**src/rtl/fp_pkg.sv**
```systemverilog
// Shared floating-point definitions: IEEE-754 single field layout, exponent
// constants and the fp->int converter state encoding.
package fp_pkg;

   localparam int          FP_EXP_BIAS = 127;
   localparam int          FP_MANT_W   = 23;
   localparam logic [7:0]  FP_EXP_INF  = 8'hFF;

   // -2^31 is the only value with exponent 158 that still fits in int32.
   localparam logic [31:0] FP_INT_MIN_BITS = 32'hCF00_0000;

   typedef struct packed {
      logic       sign;
      logic [7:0] exp;
      logic [22:0] frac;
   } fp32_t;

   typedef enum logic [2:0] {
      IDLE,
      DECODE,
      ALIGN,
      SIGN,
      DONE
   } f2i_state_t;

endpackage

```
**src/rtl/fp_classify.sv**
```systemverilog
// Combinational classifier for an fp32 operand headed to the integer domain:
// special-case flags plus the shift distance/direction that aligns the mantissa.
module fp_classify
   import fp_pkg::*;
(
   input  fp32_t      i_op,
   output logic       o_is_nan,
   output logic       o_is_inf,
   output logic       o_is_zero_or_denorm,
   output logic       o_is_underflow,
   output logic       o_is_overflow,
   output logic       o_is_min_int,
   output logic       o_shift_left,
   output logic [7:0] o_shift_cnt
);

   // Exponent where the mantissa LSB has weight 1, and where |value| reaches 2^31.
   localparam logic [7:0] EXP_UNITY   = 8'(FP_EXP_BIAS);
   localparam logic [7:0] EXP_INT_LSB = 8'(FP_EXP_BIAS + FP_MANT_W);
   localparam logic [7:0] EXP_SAT     = 8'(FP_EXP_BIAS + 31);

   logic w_exp_max;

   assign w_exp_max           = (i_op.exp == FP_EXP_INF);
   assign o_is_nan            = w_exp_max && (i_op.frac != '0);
   assign o_is_inf            = w_exp_max && (i_op.frac == '0);
   assign o_is_zero_or_denorm = (i_op.exp == 8'h00);
   assign o_is_underflow      = (i_op.exp < EXP_UNITY);
   assign o_is_min_int        = (i_op == FP_INT_MIN_BITS);
   assign o_is_overflow       = (i_op.exp >= EXP_SAT) && !o_is_min_int;

   assign o_shift_left = (i_op.exp >= EXP_INT_LSB);
   assign o_shift_cnt  = o_shift_left ? (i_op.exp - EXP_INT_LSB)
                                      : (EXP_INT_LSB - i_op.exp);

endmodule

```
**src/rtl/fp_to_int.sv**
```systemverilog
// Multi-cycle fp32 -> int32 converter (truncate toward zero, saturating).
// The mantissa is aligned SHIFT_STEP bits per cycle; right shifts collect a sticky bit.
module fp_to_int
   import fp_pkg::*;
#(
   parameter int          SHIFT_STEP = 4,
   parameter logic [31:0] NAN_RESULT = 32'h7FFF_FFFF
) (
   input  logic        clk,
   input  logic        rst,
   input  logic        start,
   input  logic [31:0] op,
   output logic        busy,
   output logic [31:0] int_result,
   output logic        conv_done,
   output logic        conv_overflow,
   output logic        conv_inexact
);

   localparam logic [7:0] STEP = 8'(SHIFT_STEP);

   f2i_state_t  r_state;
   fp32_t       r_op;
   logic [31:0] r_mag;
   logic [7:0]  r_cnt;
   logic        r_left;
   logic        r_sticky;

   logic        w_is_nan;
   logic        w_is_inf;
   logic        w_is_zod;
   logic        w_is_underflow;
   logic        w_is_overflow;
   logic        w_is_min_int;
   logic        w_shift_left;
   logic [7:0]  w_shift_cnt;
   logic [7:0]  w_step;
   logic [31:0] w_lost;
   logic [31:0] w_sat;

   fp_classify u_classify (
      .i_op                (r_op),
      .o_is_nan            (w_is_nan),
      .o_is_inf            (w_is_inf),
      .o_is_zero_or_denorm (w_is_zod),
      .o_is_underflow      (w_is_underflow),
      .o_is_overflow       (w_is_overflow),
      .o_is_min_int        (w_is_min_int),
      .o_shift_left        (w_shift_left),
      .o_shift_cnt         (w_shift_cnt)
   );

   assign w_step = (r_cnt > STEP) ? STEP : r_cnt;
   // Bits about to fall off the bottom on this right-shift step.
   assign w_lost = r_left ? 32'h0 : (r_mag & ((32'h1 << w_step) - 32'h1));
   assign w_sat  = r_op.sign ? 32'h8000_0000 : 32'h7FFF_FFFF;

   assign busy      = (r_state != IDLE);
   assign conv_done = (r_state == DONE);

   always_ff @(posedge clk or posedge rst) begin
      if (rst) begin
         r_state       <= IDLE;
         r_op          <= '0;
         r_mag         <= '0;
         r_cnt         <= '0;
         r_left        <= 1'b0;
         r_sticky      <= 1'b0;
         int_result    <= '0;
         conv_overflow <= 1'b0;
         conv_inexact  <= 1'b0;
      end else begin
         case (r_state)
            IDLE: begin
               if (start) begin
                  r_op    <= op;
                  r_state <= DECODE;
               end
            end
            DECODE: begin
               if (w_is_nan) begin
                  int_result    <= NAN_RESULT;
                  conv_overflow <= 1'b1;
                  conv_inexact  <= 1'b0;
                  r_state       <= DONE;
               end else if (w_is_inf) begin
                  int_result    <= w_sat;
                  conv_overflow <= 1'b1;
                  conv_inexact  <= 1'b0;
                  r_state       <= DONE;
               end else if (w_is_underflow) begin
                  int_result    <= '0;
                  conv_overflow <= 1'b0;
                  conv_inexact  <= !w_is_zod || (r_op.frac != '0);
                  r_state       <= DONE;
               end else if (w_is_min_int) begin
                  int_result    <= 32'h8000_0000;
                  conv_overflow <= 1'b0;
                  conv_inexact  <= 1'b0;
                  r_state       <= DONE;
               end else if (w_is_overflow) begin
                  int_result    <= w_sat;
                  conv_overflow <= 1'b1;
                  conv_inexact  <= 1'b0;
                  r_state       <= DONE;
               end else begin
                  r_mag    <= {8'h00, 1'b1, r_op.frac};
                  r_cnt    <= w_shift_cnt;
                  r_left   <= w_shift_left;
                  r_sticky <= 1'b0;
                  r_state  <= (w_shift_cnt != 8'd0) ? ALIGN : SIGN;
               end
            end
            ALIGN: begin
               r_mag    <= r_left ? (r_mag << w_step) : (r_mag >> w_step);
               r_sticky <= r_sticky | (|w_lost);
               r_cnt    <= r_cnt - w_step;
               if (r_cnt == w_step) r_state <= SIGN;
            end
            SIGN: begin
               int_result    <= r_op.sign ? (32'h0 - r_mag) : r_mag;
               conv_overflow <= 1'b0;
               conv_inexact  <= r_sticky;
               r_state       <= DONE;
            end
            DONE: begin
               r_state <= IDLE;
            end
            default: begin
               r_state <= IDLE;
            end
         endcase
      end
   end

endmodule
```
**config.mk**
```make
export PLATFORM = sky130hd
export DESIGN_NAME = fp_to_int
export DESIGN_NICKNAME = d
export VERILOG_FILES = /design/src/rtl/fp_pkg.sv /design/src/rtl/fp_classify.sv /design/src/rtl/fp_to_int.sv
export SDC_FILE = /design/constraint.sdc
export NUM_CORES = 1
export LEC_CHECK = 0
export ABC_CLOCK_PERIOD_IN_PS = 3760
export BUFFER_PORTS_ARGS = -buffer_cell sky130_fd_sc_hd__buf_2
export CORE_MARGIN = 10
export CORE_UTILIZATION = 45
export CTS_BUF_LIST = sky130_fd_sc_hd__clkbuf_8 sky130_fd_sc_hd__clkbuf_16
export DETAILED_ROUTE_END_ITERATION = 6
export PLACE_DENSITY = 0.67
export SYNTH_ARGS = -nofsm -noshare
export SYNTH_HDL_FRONTEND = slang
export SYNTH_SLANG_ARGS = --single-unit
```
**constraint.sdc**
```tcl
create_clock -name clk -period 3.76 [get_ports clk]
set_input_delay 0.188 -clock clk [delete_from_list [all_inputs] [get_ports clk]]
set_output_delay 0.188 -clock clk [all_outputs]
set_load 0.01 [all_outputs]
```
== After elaboration in Yosys (flattened, before gate mapping) ==
Cells that the tools add are included.

* $add $sub $neg: 5
* Magnitude comparators: 4
* Equal/unequal tests: 15
* Shifts and indexed selects: 3
* Muxes and demuxes: 51
* Bitwise logic cells: 7
* Reductions and logical operators: 20

{| class="wikitable"
|+ Operators with widths
! cell !! count
|-
| 32-bit 2-to-1 mux || 14
|-
| 32-bit one-hot mux with 2 select lines || 2
|-
| 8-bit 2-to-1 mux || 7
|-
| 32-bit AND || 1
|-
| 32-bit equality test, second input constant || 1
|-
| 32-bit OR reduction || 1
|-
| 1-bit by 8-bit left shift with 32-bit output, first input constant || 1
|-
| 32-bit by 8-bit left shift with 32-bit output || 1
|-
| 32-bit by 8-bit right shift with 32-bit output || 1
|-
| 1-bit by 32-bit subtractor with 32-bit output, first input constant || 1
|-
| 32-bit by 1-bit subtractor with 32-bit output, second input constant || 1
|-
| 23-bit zero test || 1
|-
| 23-bit nonzero test || 1
|-
| 3-bit 2-to-1 mux || 7
|-
| 8-bit >= comparator, second input constant || 2
|-
| 1-bit 2-to-1 mux || 16
|-
| 8-bit one-hot mux with 2 select lines || 1
|-
| 2-bit != test, second input constant || 7
|-
| 3-bit one-hot mux with 4 select lines || 1
|-
| 6-bit AND reduction || 2
|-
| 8-bit equality test || 1
|-
| 8-bit equality test, second input constant || 1
|-
| 8-bit by 3-bit > comparator with 1-bit output, second input constant || 1
|-
| 8-bit zero test || 1
|-
| other kinds (19) || 32
|}

* Flip-flop bits (word level): 111
* Bits of input ports: 35
* Output and inout port bits: 36
* Word-level logic and storage cells: 116

== Logic depth before layout (Yosys ltp) ==
Gate-level depths: netlist of run 1.

* Depth after elaboration: 10
* Gate-level depth with buffers: 12
* Mapped depth without buffers: 9

== Modules after synthesis ==
From an unflattened synthesis of run 1, not the netlist that was laid out.

* Cell total of the unflattened synthesis: 983
* Area total of the unflattened synthesis: 8438.1 um^2

{| class="wikitable"
|+ Modules (own cells, without submodules)
! module !! instances !! cells each !! area an instance (um^2) !! seq. area each (um^2)
|-
| fp_to_int || 1 || 897 || 7861.3 || 2777.7
|-
| fp_classify || 1 || 86 || 576.8 || 0.0
|}

== Worst setup path after synthesis of run 1 ==
No wires, ideal clock.

* Path kind: flip-flop to flip-flop
* From: register r_cnt[1]
* To: register r_cnt[6]
* Setup time: 0.131 ns
* Arrival: 2.747 ns
* Required time: 3.629 ns
* Slack: 0.882 ns
* Cell stages (with the launch flop): 12
* Path buffers: 4
* Period minus slack after synthesis: 2.878 ns
* Path through: dfrtp_1 > clkbuf_1 > clkbuf_1 > clkbuf_1 > clkbuf_1 > nand2_1 > ha_1 > o21ai_0 > nand3_1 > or4_2 > nand3_1 > o211ai_1

* Cells in the longest elaborated chain, start to end: 4

{| class="wikitable"
|+ Ends and longest elaborated chain
! element !! line !! RTL
|-
| from (decl) || fp_to_int.sv:25 || <nowiki>logic [7:0] r_cnt;</nowiki>
|-
| from (signal assigned) || fp_to_int.sv:108 || <nowiki>r_cnt <= w_shift_cnt;</nowiki>
|-
| from (signal assigned) || fp_to_int.sv:117 || <nowiki>r_cnt <= r_cnt - w_step;</nowiki>
|-
| 8-bit by 3-bit > comparator with 1-bit output || fp_to_int.sv:53 || <nowiki>assign w_step = (r_cnt > STEP) ? STEP : r_cnt;</nowiki>
|-
| 8-bit 2-to-1 mux || fp_to_int.sv:53 ||
|-
| 8-bit subtractor * || fp_to_int.sv:117 ||
|-
| 8-bit one-hot mux with 2 select lines * || fp_to_int.sv:73 || <nowiki>case (r_state)</nowiki>
|}

Mark *: on every way between the ends. The rest lies on a longest branch, timed or not.
A chain may end at the register's enable or synchronous reset.

== Final worst setup path of run 1 ==
* From: register r_mag[7]
* To: register int_result[18]

* Cells in the longest elaborated chain, start to end: 3

{| class="wikitable"
|+ Ends and longest elaborated chain
! element !! line !! RTL
|-
| from (decl) || fp_to_int.sv:24 || <nowiki>logic [31:0] r_mag;</nowiki>
|-
| from (signal assigned) || fp_to_int.sv:107 || <nowiki>r_mag <= {8'h00, 1'b1, r_op.frac};</nowiki>
|-
| from (signal assigned) || fp_to_int.sv:115 || <nowiki>r_mag <= r_left ? (r_mag << w_step) : (r_mag >> w_step);</nowiki>
|-
| 1-bit by 32-bit subtractor with 32-bit output || fp_to_int.sv:121 || <nowiki>int_result <= r_op.sign ? (32'h0 - r_mag) : r_mag;</nowiki>
|-
| 32-bit 2-to-1 mux || fp_to_int.sv:121 ||
|-
| 32-bit one-hot mux with 2 select lines || fp_to_int.sv:73 ||
|-
| to (signal assigned) || fp_to_int.sv:87 || <nowiki>int_result <= w_sat;</nowiki>
|-
| to (signal assigned) || fp_to_int.sv:102 || <nowiki>int_result <= w_sat;</nowiki>
|-
| to (signal assigned) || fp_to_int.sv:121 ||
|-
| to (decl) || fp_to_int.sv:14 || <nowiki>output logic [31:0] int_result,</nowiki>
|}

Every way passes these cells.

==> results.json, run 1 <==
{
  "postCtsHoldBufs": 0,
  "largest_family_of_logic_cells_by_synthesized_area": "compound AO/OA/AOI/OAI gates",
  "synth_area_leader_cell": "dfrtp_1",
  "ctsLongestPathBuffers": 2,
  "synth_fp_nets": 1041,
  "timing.max_cap.violations": 0,
  "worstSetupPathType": "reg -> reg",
  "worst-slew-pin-transition_ps": 922.6,
  "period_needed_ps": 2978,
  "crit_path_start_kind": "flip-flop",
  "site_rows": 50,
  "drt_first_iter_violations": 1003,
  "path_clk_slew_ps": 80,
  "fraction_of_the_mapped_netlist_area_in_simple_logic_gates": 0.2092,
  "edff_count_synth": 0,
  "synth_cell_types": 91,
  "unrepaired_setup_endpoints_after_global_routing": "false",
  "synth-compound-area-share": 0.2214,
  "grt_pass1_vias": 7331,
  "number_of_setup_violations_in_the_final_report": 0,
  "io_pins": 71,
  "fin_worst_hold_slack_ps": -18.54,
  "detail_route.wl_per_cell_um": 21.39,
  "synth.yosys.warnings": 0,
  "detailed_route_via_count": 7981,
  "placed_cell_area_um2": 8929,
  "violations": "negative hold slack",
  "detail_route.wirelength_um": 26580,
  "yosys-top-cells-area": "dfrtp_1, nand2_1, mux2_2",
  "core_region_area_um2": 18770,
  "first_pass_iteration_count_of_the_detailed_router": 5,
  "h-tree-depth": 3,
  "number_of_setup_buffers_added_after_cts": 0,
  "global_route.overflow_total": 0,
  "antenna_found_initial": 0,
  "critical_path.max_stage_delay_ps": 640,
  "chipWidth_um": 158.2,
  "numCtsBuffers": 9,
  "ys_seq_elements": 111,
  "synth_async_sr_flop_share": 1.000,
  "yosys.area_share.adder": 0.01310,
  "vdd.ir_drop.worst_mv": 0.4211,
  "hp-class": "in -> async",
  "critPathMaxFanout": 16,
  "vias_per_cell": 6.421,
  "final_nets": 1048,
  "tritoncts": "built",
  "placement.io_buffers": 70,
  "cts_resized": 0,
  "fin_total_pwr_mw": 8.362,
  "endpoint_kind": "flip-flop",
  "syn-mean-instance-area_um2": 8.622,
  "num_antenna_cells": 0,
  "wire_length_of_the_first_global_routing_pass_um": 42480,
  "timing.fmax_ghz": 0.3358,
  "report.final.hold_viol_count": 9,
  "fraction_of_synthesized_cell_area_in_xor_and_xnor_cells": 0.03566,
  "worstPathArrival_ps": 3230,
  "critical-path-slowest-cell": "nand4_1",
  "cp_num_buf_inv": 0,
  "layout-drive-gt1-share": 0.1913,
  "path_delay_family": "simple AND/OR/NAND/NOR gates",
  "drt.antenna.violating_nets": 0,
  "post-route-period-util": 0.7921,
  "post_route_cell_area_um2": 9206,
  "area.growth.synth_to_final_pct": 7.103,
  "clock_latency_ps": 370,
  "yosys_most_used_dff": "dfrtp_1",
  "initial_utilization": 0.4580,
  "die_outline_area_um2": 25030,
  "maxSlewHeadroom": 0.3835,
  "cp.required_ps": 4010,
  "worstPathCellList": "nor3_1 -> nand4_1 -> o31ai_1 -> xor2_1 -> nand2_1 -> a22o_1",
  "run_status": "finished, violations left",
  "detailedPlacementHpwl_um": 18700,
  "yosysMostFrequentCell": "nand2_1",
  "drc": 0,
  "synth_sequential_area_ratio": 0.3231,
  "totalNegativeSetupSlack_ps": 0,
  "top_cell_types_by_occurrence_after_synthesis": "nand2_1, dfrtp_1, nor2_1",
  "synth_top_cell_area_share": 0.3231,
  "post_synth_inst_count": 997,
  "chip_height_um": 158.2,
  "clk_root_buffer_cell": "clkbuf_16",
  "grt.total_usage": 0.2126,
  "final_core_util": 0.4905,
  "syn-cell-area_um2": 8596,
  "post_synth_mux_area_share": 0.1195,
  "tritoncts_num_sinks": 111,
  "finalWeightedCongestion": 0.9612,
  "pwr_dens_nw_per_um2": 908.3,
  "finClkSkew_ps": 12.30,
  "finalMaxSlewViolations": 0,
  "grt_max_degree": 79,
  "leakagePower_nw": 3.704
}
[cell usage in the layout (no fill, tap or decap), drive strengths merged, types with 6 or more instances in the layout]
| cell type | Yosys | layout |
|---|---|---|
| a31oi | 24 | 24 |
| xor2 | 21 | 21 |
| dfrtp | 111 | 111 |
| nor2b | 11 | 11 |
| and3 | 8 | 8 |
| nor2 | 87 | 87 |
| inv | 18 | 22 |
| o31ai | 11 | 11 |
| o21ai | 48 | 48 |
| nand3 | 27 | 27 |
| ha | 9 | 9 |
| nor3 | 29 | 29 |
| mux2i | 28 | 28 |
| a211oi | 33 | 33 |
| mux4 | 15 | 15 |
| o22a | 18 | 18 |
| clkbuf | 83 | 9 |
| mux2 | 34 | 34 |
| nand2 | 129 | 129 |
| nand4 | 6 | 6 |
| a21oi | 48 | 48 |
| xnor2 | 14 | 14 |
| nor4 | 25 | 25 |
| o41ai | 8 | 8 |
| or3 | 9 | 9 |
| buf | 23 | 102 |
| nand2b | 10 | 10 |
| o211ai | 9 | 9 |
[kinds of logic (layout without fill, tap and decap cells)]
family,after synthesis,after routing
XOR/XNOR,35,35
multiplexers,77,77
AND/OR/NAND/NOR,369,369
buffers and inverters,124,136
AO/OA/AOI/OAI,271,271
adder cells (fa/ha/maj),9,9
flip-flops,111,111
other,1,1
[flip-flops by register name (all words and copies together) (netlist names)]
register       cells
int_result        32
r_mag             32
r_op              32
r_cnt              8
r_state            3
conv_inexact       1
conv_overflow      1
r_left             1
r_sticky           1
[path summary, 6_finish.rpt]
path                            cells after the start  slack, ps             end            from
worst max-delay path                                6        780  int_result[18]        r_mag[7]
worst min-delay path                                2        -20   int_result[8]             rst
min in group clk                                    3         20        r_op[27]          op[27]
max in group asynchronous                           3       2840       r_mag[20]             rst
worst max register to register                      6        780  int_result[18]        r_mag[7]
worst min register to register                      1        480  int_result[10]  int_result[10]
[per-layer routing]
metal | global-route usage | vias to the layer above | wire length (um)
li1 | - | 3696 | -
met1 | 0.3047 | 3819 | 11900
met2 | 0.3037 | 417 | 11240
met3 | 0.05916 | 49 | 2876
met4 | 0.05955 | 0 | 564
met5 | 0 | - | 0
[where the power goes]
| group | switching [mW] | internal (mW) | leakage (nW) |
|---|---|---|---|
| Sequential | 1.02 | 1.79 | 1.32 |
| Clock | 0.484 | 0.458 | 0.137 |
| Combinational | 2.59 | 2.03 | 2.25 |
[per-stage QoR]
step | std cells | hold WS (ps) | setup WS (ps)
floorplan | 997 | 304.8 | 641.3
global placement | 1227 | 388.7 | 884.4
detailed placement | 1227 | 395.0 | 837.0
CTS | 1243 | 14.83 | 814.8
global route | 1243 | 31.45 | 467.0
finish | 1243 | -18.54 | 781.7
[area by class of cell]
cell class / count / area, um2
repair buffers: 102 / 628.1
multi-input cells: 762 / 5159
fillers: 1794 / 9562
clock inverters: 7 / 52.55
inverters: 18 / 70.07
flip-flops and latches: 111 / 2779
clock buffers: 9 / 225.2
well taps: 234 / 292.8
Note: power is estimated with default switching activity, not from simulation.
==> run 2, diff against run 1 <==
Settings changed: ABC_CLOCK_PERIOD_IN_PS 3760 to 2500, PLACE_DENSITY 0.67 to 0.69.
Clock period 3.76 ns to 2.5 ns, I/O delays scaled along.
==> results.json, run 2 (synthesized netlist as in run 1, its figures left out) <==
{
  "layout-drive-gt1-share": 0.2420,
  "detail_route.wirelength_um": 28690,
  "timing.hold.worst.start": "op[4]",
  "drc": 0,
  "grt.total_usage": 0.2268,
  "run_status": "completed",
  "p_sw_mw": 6.447,
  "unrepaired_setup_endpoints_after_global_routing": "true",
  "drt.antenna.violating_nets": 0,
  "pwr_dens_nw_per_um2": 1344,
  "cp_num_buf_inv": 1,
  "critPathMaxFanout": 23,
  "chip_height_um": 158.2,
  "final_core_util": 0.5434,
  "die_outline_area_um2": 25030,
  "h-tree-depth": 3,
  "area.growth.synth_to_final_pct": 18.65,
  "final_nets": 1138,
  "detail_route.wl_per_cell_um": 21.52,
  "vias_per_cell": 6.338,
  "worstPathArrival_ps": 2730,
  "io_pins": 71,
  "critical-path-slowest-cell": "or4_4",
  "power.combinational.fraction": 0.602,
  "fillCellCount": 1732,
  "num_antenna_cells": 0,
  "post-route-period-util": 0.9843,
  "grt_pass1_vias": 7924,
  "end_point_of_the_most_critical_hold_path": "r_op[4]",
  "critical_path.max_stage_delay_ps": 640,
  "timing.fmax_ghz": 0.4064,
  "tritoncts_num_sinks": 111,
  "largestRegisters": "int_result: 32 flops, r_mag: 32 flops, r_op: 32 flops",
  "number_of_setup_violations_in_the_final_report": 0,
  "finalWeightedCongestion": 0.9906,
  "first_pass_iteration_count_of_the_detailed_router": 5,
  "chipWidth_um": 158.2,
  "finClkSkew_ps": 10.09,
  "leakagePower_nw": 4.200,
  "seq_power_share": 0.278,
  "p_int_mw": 7.265,
  "finalMaxSlewViolations": 0,
  "crit_path_start_kind": "flip-flop",
  "tritoncts": "built",
  "ctsLongestPathBuffers": 2,
  "detailedPlacementHpwl_um": 20160,
  "drt_first_iter_violations": 967,
  "most_frequent_standard_cell_in_the_layout_excluding_fill_and_tap_cells": "nand2_1",
  "most_frequent_cell_on_the_critical_path": "nor4_2",
  "period_needed_ps": 2461,
  "report.final.hold_viol_count": 0,
  "worstPathCellList": "nor4_2 -> nand4_1 -> or4_4 -> nand2_2 -> buf_12 -> nor2_1 -> nor4_2",
  "worstSetupPathType": "reg -> reg",
  "numCtsBuffers": 9,
  "path_clk_slew_ps": 80,
  "cp.required_ps": 2770,
  "hp-class": "in -> reg",
  "initial_utilization": 0.4580,
  "worst_case_register_to_register_setup_slack_ps": 40,
  "core_region_area_um2": 18770,
  "endpoint_kind": "flip-flop",
  "vdd.ir_drop.worst_mv": 0.8759,
  "reg2reg_from": "r_op[22]",
  "clk_root_buffer_cell": "clkbuf_16",
  "path_delay_family": "simple AND/OR/NAND/NOR gates",
  "global_route.overflow_total": 0,
  "swShare": 0.4702,
  "regToRegEndpoint": "r_mag[7]",
  "maxSlewHeadroom": 0.3989,
  "grt_max_degree": 66,
  "clock_latency_ps": 370,
  "wire_length_of_the_first_global_routing_pass_um": 44860,
  "layout_common_cells": "nand2_1, dfrtp_1, nor2_1, buf_4, buf_2",
  "antenna_found_initial": 0,
  "hold_depth": 2,
  "clock_power_share": 0.120,
  "placement.io_buffers": 70,
  "worst-r2r-cell-count": 7,
  "timing.max_cap.violations": 0,
  "fin_total_pwr_mw": 13.71,
  "site_rows": 50,
  "detailed_route_via_count": 8449,
  "worst-slew-pin-transition_ps": 901.6
}
-- run 2: changes by cell type in the layout (fill, tap and decap cells not counted), sizes merged, moves of 2 or more --
cell	delta
dlygate4sd3	+27
clkbuf	+3
buf	+61
inv	-5
bufinv	+2
-- run 2: worst max-delay path by stage --
stage,endpoint,depth (start not counted),startpoint
after floorplan,r_cnt[6],12,r_cnt[7]
after global placement,r_mag[0],7,r_op[22]
after detailed placement,r_mag[7],7,r_op[22]
after CTS,r_mag[7],7,r_op[22]
after global routing,r_sticky,9,r_cnt[6]
final,r_mag[7],7,r_op[22]
-- run 2: layout make-up --
class,instances,area [um2],share of cell area
Sequential cell,111,2780,0.2726
Multi-Input combinational cell,762,5213,0.5111
Tap cell,234,292.8,0.02871
Clock buffer,10,239.0,0.02343
Timing Repair Buffer,192,1506,0.1477
Inverter,18,73.82,0.007238
Clock inverter,6,93.84,0.009201
-- run 2: layer usage --
layer  up-vias  wire length [um]  track usage
li1       3876                 -            -
met1      4023             12200       0.3131
met2       492             12390       0.3345
met3        58              3433      0.06866
met4         0               663      0.06396
met5         -                 0            0
-- run 2: timing repair --
item | CTS | global route
buffers inserted | 0 | 1
pin swaps | 1 | 3
cloned | 0 | 2
endpoints found under the setup margin | 1 | 37
gates resized for setup | 0 | 14
hold buffers | 27 | 0
hold endpoints to repair | 39 | 0
-- run 2: per-stage QoR --
step	std cells	setup WS [ps]	hold slack [ps]	area, um2	TNS, ps
4_1_cts	1330	2.458	0.4950	10080	0
5_1_grt	1333	-41.55	3.209	10200	-100.3
6_report	1333	39.17	6.924	10200	0
3_3_place_gp	1287	84.86	128.3	9480	0
2_1_floorplan	997	7.706	241.8	8608	0
3_5_place_dp	1287	13.02	129.8	9480	0
-- run 2: power by group through the flow --
stage / logic (mW) / clock network (mW) / registers (mW)
final: 8.26 / 1.64 / 3.81
after global placement: 7.84 / 0 / 3.75
after global routing: 8.97 / 1.73 / 3.91
after floorplan: 5.72 / 0 / 3.38
after CTS: 8.00 / 1.67 / 3.73
after detailed placement: 7.94 / 0 / 3.76
==> run 3, diff against run 2 <==
Settings changed: CTS_BUF_LIST sky130_fd_sc_hd__clkbuf_8 sky130_fd_sc_hd__clkbuf_16 to default, SETUP_SLACK_MARGIN from default to 0.4.
==> results.json, run 3 (synthesized netlist as in run 1, its figures left out) <==
{
  "finalMaxSlewViolations": 0,
  "initial_utilization": 0.4580,
  "totalNegativeSetupSlack_ps": 0,
  "hp-class": "in -> reg",
  "vdd.ir_drop.worst_mv": 0.8471,
  "drt_first_iter_violations": 1110,
  "first_pass_iteration_count_of_the_detailed_router": 5,
  "site_rows": 50,
  "critPathMaxFanout": 4,
  "chip_height_um": 158.2,
  "most_frequent_standard_cell_in_the_layout_excluding_fill_and_tap_cells": "nand2_1",
  "global_route.overflow_total": 0,
  "finClkSkew_ps": 12.16,
  "run_status": "completed",
  "worstPathCellList": "nor4_4 -> nand4_1 -> buf_4 -> or4_4 -> buf_6 -> a21oi_4 -> inv_2 -> o221a_4",
  "die_outline_area_um2": 25030,
  "drt.antenna.violating_nets": 0,
  "path_clk_slew_ps": 80,
  "largestRegisters": "int_result: 32 flops, r_mag: 32 flops, r_op: 32 flops",
  "swShare": 0.4670,
  "layout_common_cells": "nand2_1, buf_4, dfrtp_1, nor2_1, buf_2",
  "placed_cell_area_um2": 9654,
  "p_int_mw": 8.496,
  "antenna_found_initial": 0,
  "clock_power_share": 0.109,
  "seq_power_share": 0.245,
  "detail_route.wl_per_cell_um": 22.87,
  "grt_pass1_vias": 8654,
  "final_nets": 1214,
  "number_of_setup_violations_in_the_final_report": 0,
  "ctsLongestPathBuffers": 2,
  "leakagePower_nw": 4.777,
  "pwr_dens_nw_per_um2": 1354,
  "num_antenna_cells": 0,
  "report.final.hold_viol_count": 0,
  "area.growth.synth_to_final_pct": 36.99,
  "period_needed_ps": 2393,
  "fin_worst_hold_slack_ps": 12.39,
  "worst-slew-pin-transition_ps": 933.9,
  "layout-drive-gt1-share": 0.3728,
  "detailedPlacementHpwl_um": 20750,
  "crit_path_start_kind": "flip-flop",
  "placement.io_buffers": 70,
  "cp.required_ps": 2760,
  "post-route-period-util": 0.9570,
  "drc": 0,
  "worstPathArrival_ps": 2660,
  "worstSetupPathType": "reg -> reg",
  "endpoint_kind": "flip-flop",
  "clk_root_buffer_cell": "clkbuf_16",
  "maxSlewHeadroom": 0.3774,
  "unrepaired_setup_endpoints_after_global_routing": "true",
  "io_pins": 71,
  "grt.total_usage": 0.2508,
  "critical-path-slowest-cell": "or4_4",
  "grt_max_degree": 74,
  "finalWeightedCongestion": 1.021,
  "p_sw_mw": 7.445,
  "vias_per_cell": 6.420,
  "tritoncts_num_sinks": 111,
  "timing.max_cap.violations": 0,
  "critical_path.max_stage_delay_ps": 460,
  "post_route_cell_area_um2": 11780,
  "h-tree-depth": 3,
  "final_core_util": 0.6274,
  "chipWidth_um": 158.2,
  "fin_total_pwr_mw": 15.94,
  "power.combinational.fraction": 0.646,
  "numCtsBuffers": 9,
  "wire_length_of_the_first_global_routing_pass_um": 49280,
  "tritoncts": "built",
  "core_region_area_um2": 18770,
  "timing.fmax_ghz": 0.4180,
  "clock_latency_ps": 370,
  "detailed_route_via_count": 9046,
  "detail_route.wirelength_um": 32220
}
[run 3: critical path, delay by kind of cell, from the launching register on]
kind | cells | cell delay, ps
compound gates | 2 | 370
buf+inv | 3 | 480
flops | 1 | 440
simple gates | 3 | 990
[run 3: timing repair]
item / in CTS / in global routing
gates cloned: 7 / 3
pin swaps: 54 / 41
hold buffers: 31 / 1
setup buffers: 41 / 12
hold endpoints to repair: 65 / 1
resized for setup: 112 / 63
setup endpoints to repair: 79 / 79
[run 3: per-stage QoR]
step	std cells	setup WS, ps
final	1409	107.5
after floorplan	997	56.57
after global routing	1409	62.24
after detailed placement	1298	-57.60
after global placement	1298	-46.89
after CTS	1393	140.5
[run 3: final timing paths]
path | startpoint | end | slack, ps | depth (start not counted)
worst max-delay path | r_op[22] | r_mag[19] | 110 | 8
worst min-delay path | op[15] | r_op[15] | 10 | 2
worst max register to register | r_op[22] | r_mag[19] | 110 | 8
worst min register to register | int_result[10] | int_result[10] | 500 | 1
max in group asynchronous | rst | r_op[15] | 1260 | 4
min in group asynchronous | rst | int_result[12] | 490 | 3
[run 3: power groups by stage]
stage                     Clock (mW)  Combinational, mW  Sequential, mW
final                           1.73               10.3            3.91
after global routing            1.82               11.0            4.00
after CTS                       1.75               9.37            3.80
after detailed placement           0               8.08            3.77
after global placement             0               7.98            3.74
after floorplan                    0               5.84            3.39
[run 3: final cells by class]
class	count	area (um2)
clock inverters	6	115.1
repair buffers	265	2419
flip-flops and latches	111	2788
inverters	18	78.83
fillers	1499	6993
multi-input cells	765	5843
well taps	234	292.8
clock buffers	10	239.0
[run 3: routing by layer]
layer | vias up | track usage | part of all wire
met1 | 4356 | 0.3176 | 0.39
met2 | 558 | 0.3740 | 0.45
met4 | 0 | 0.1129 | 0.038
met3 | 104 | 0.08820 | 0.12
li1 | 4028 | - | -
met5 | - | 0.02371 | 0
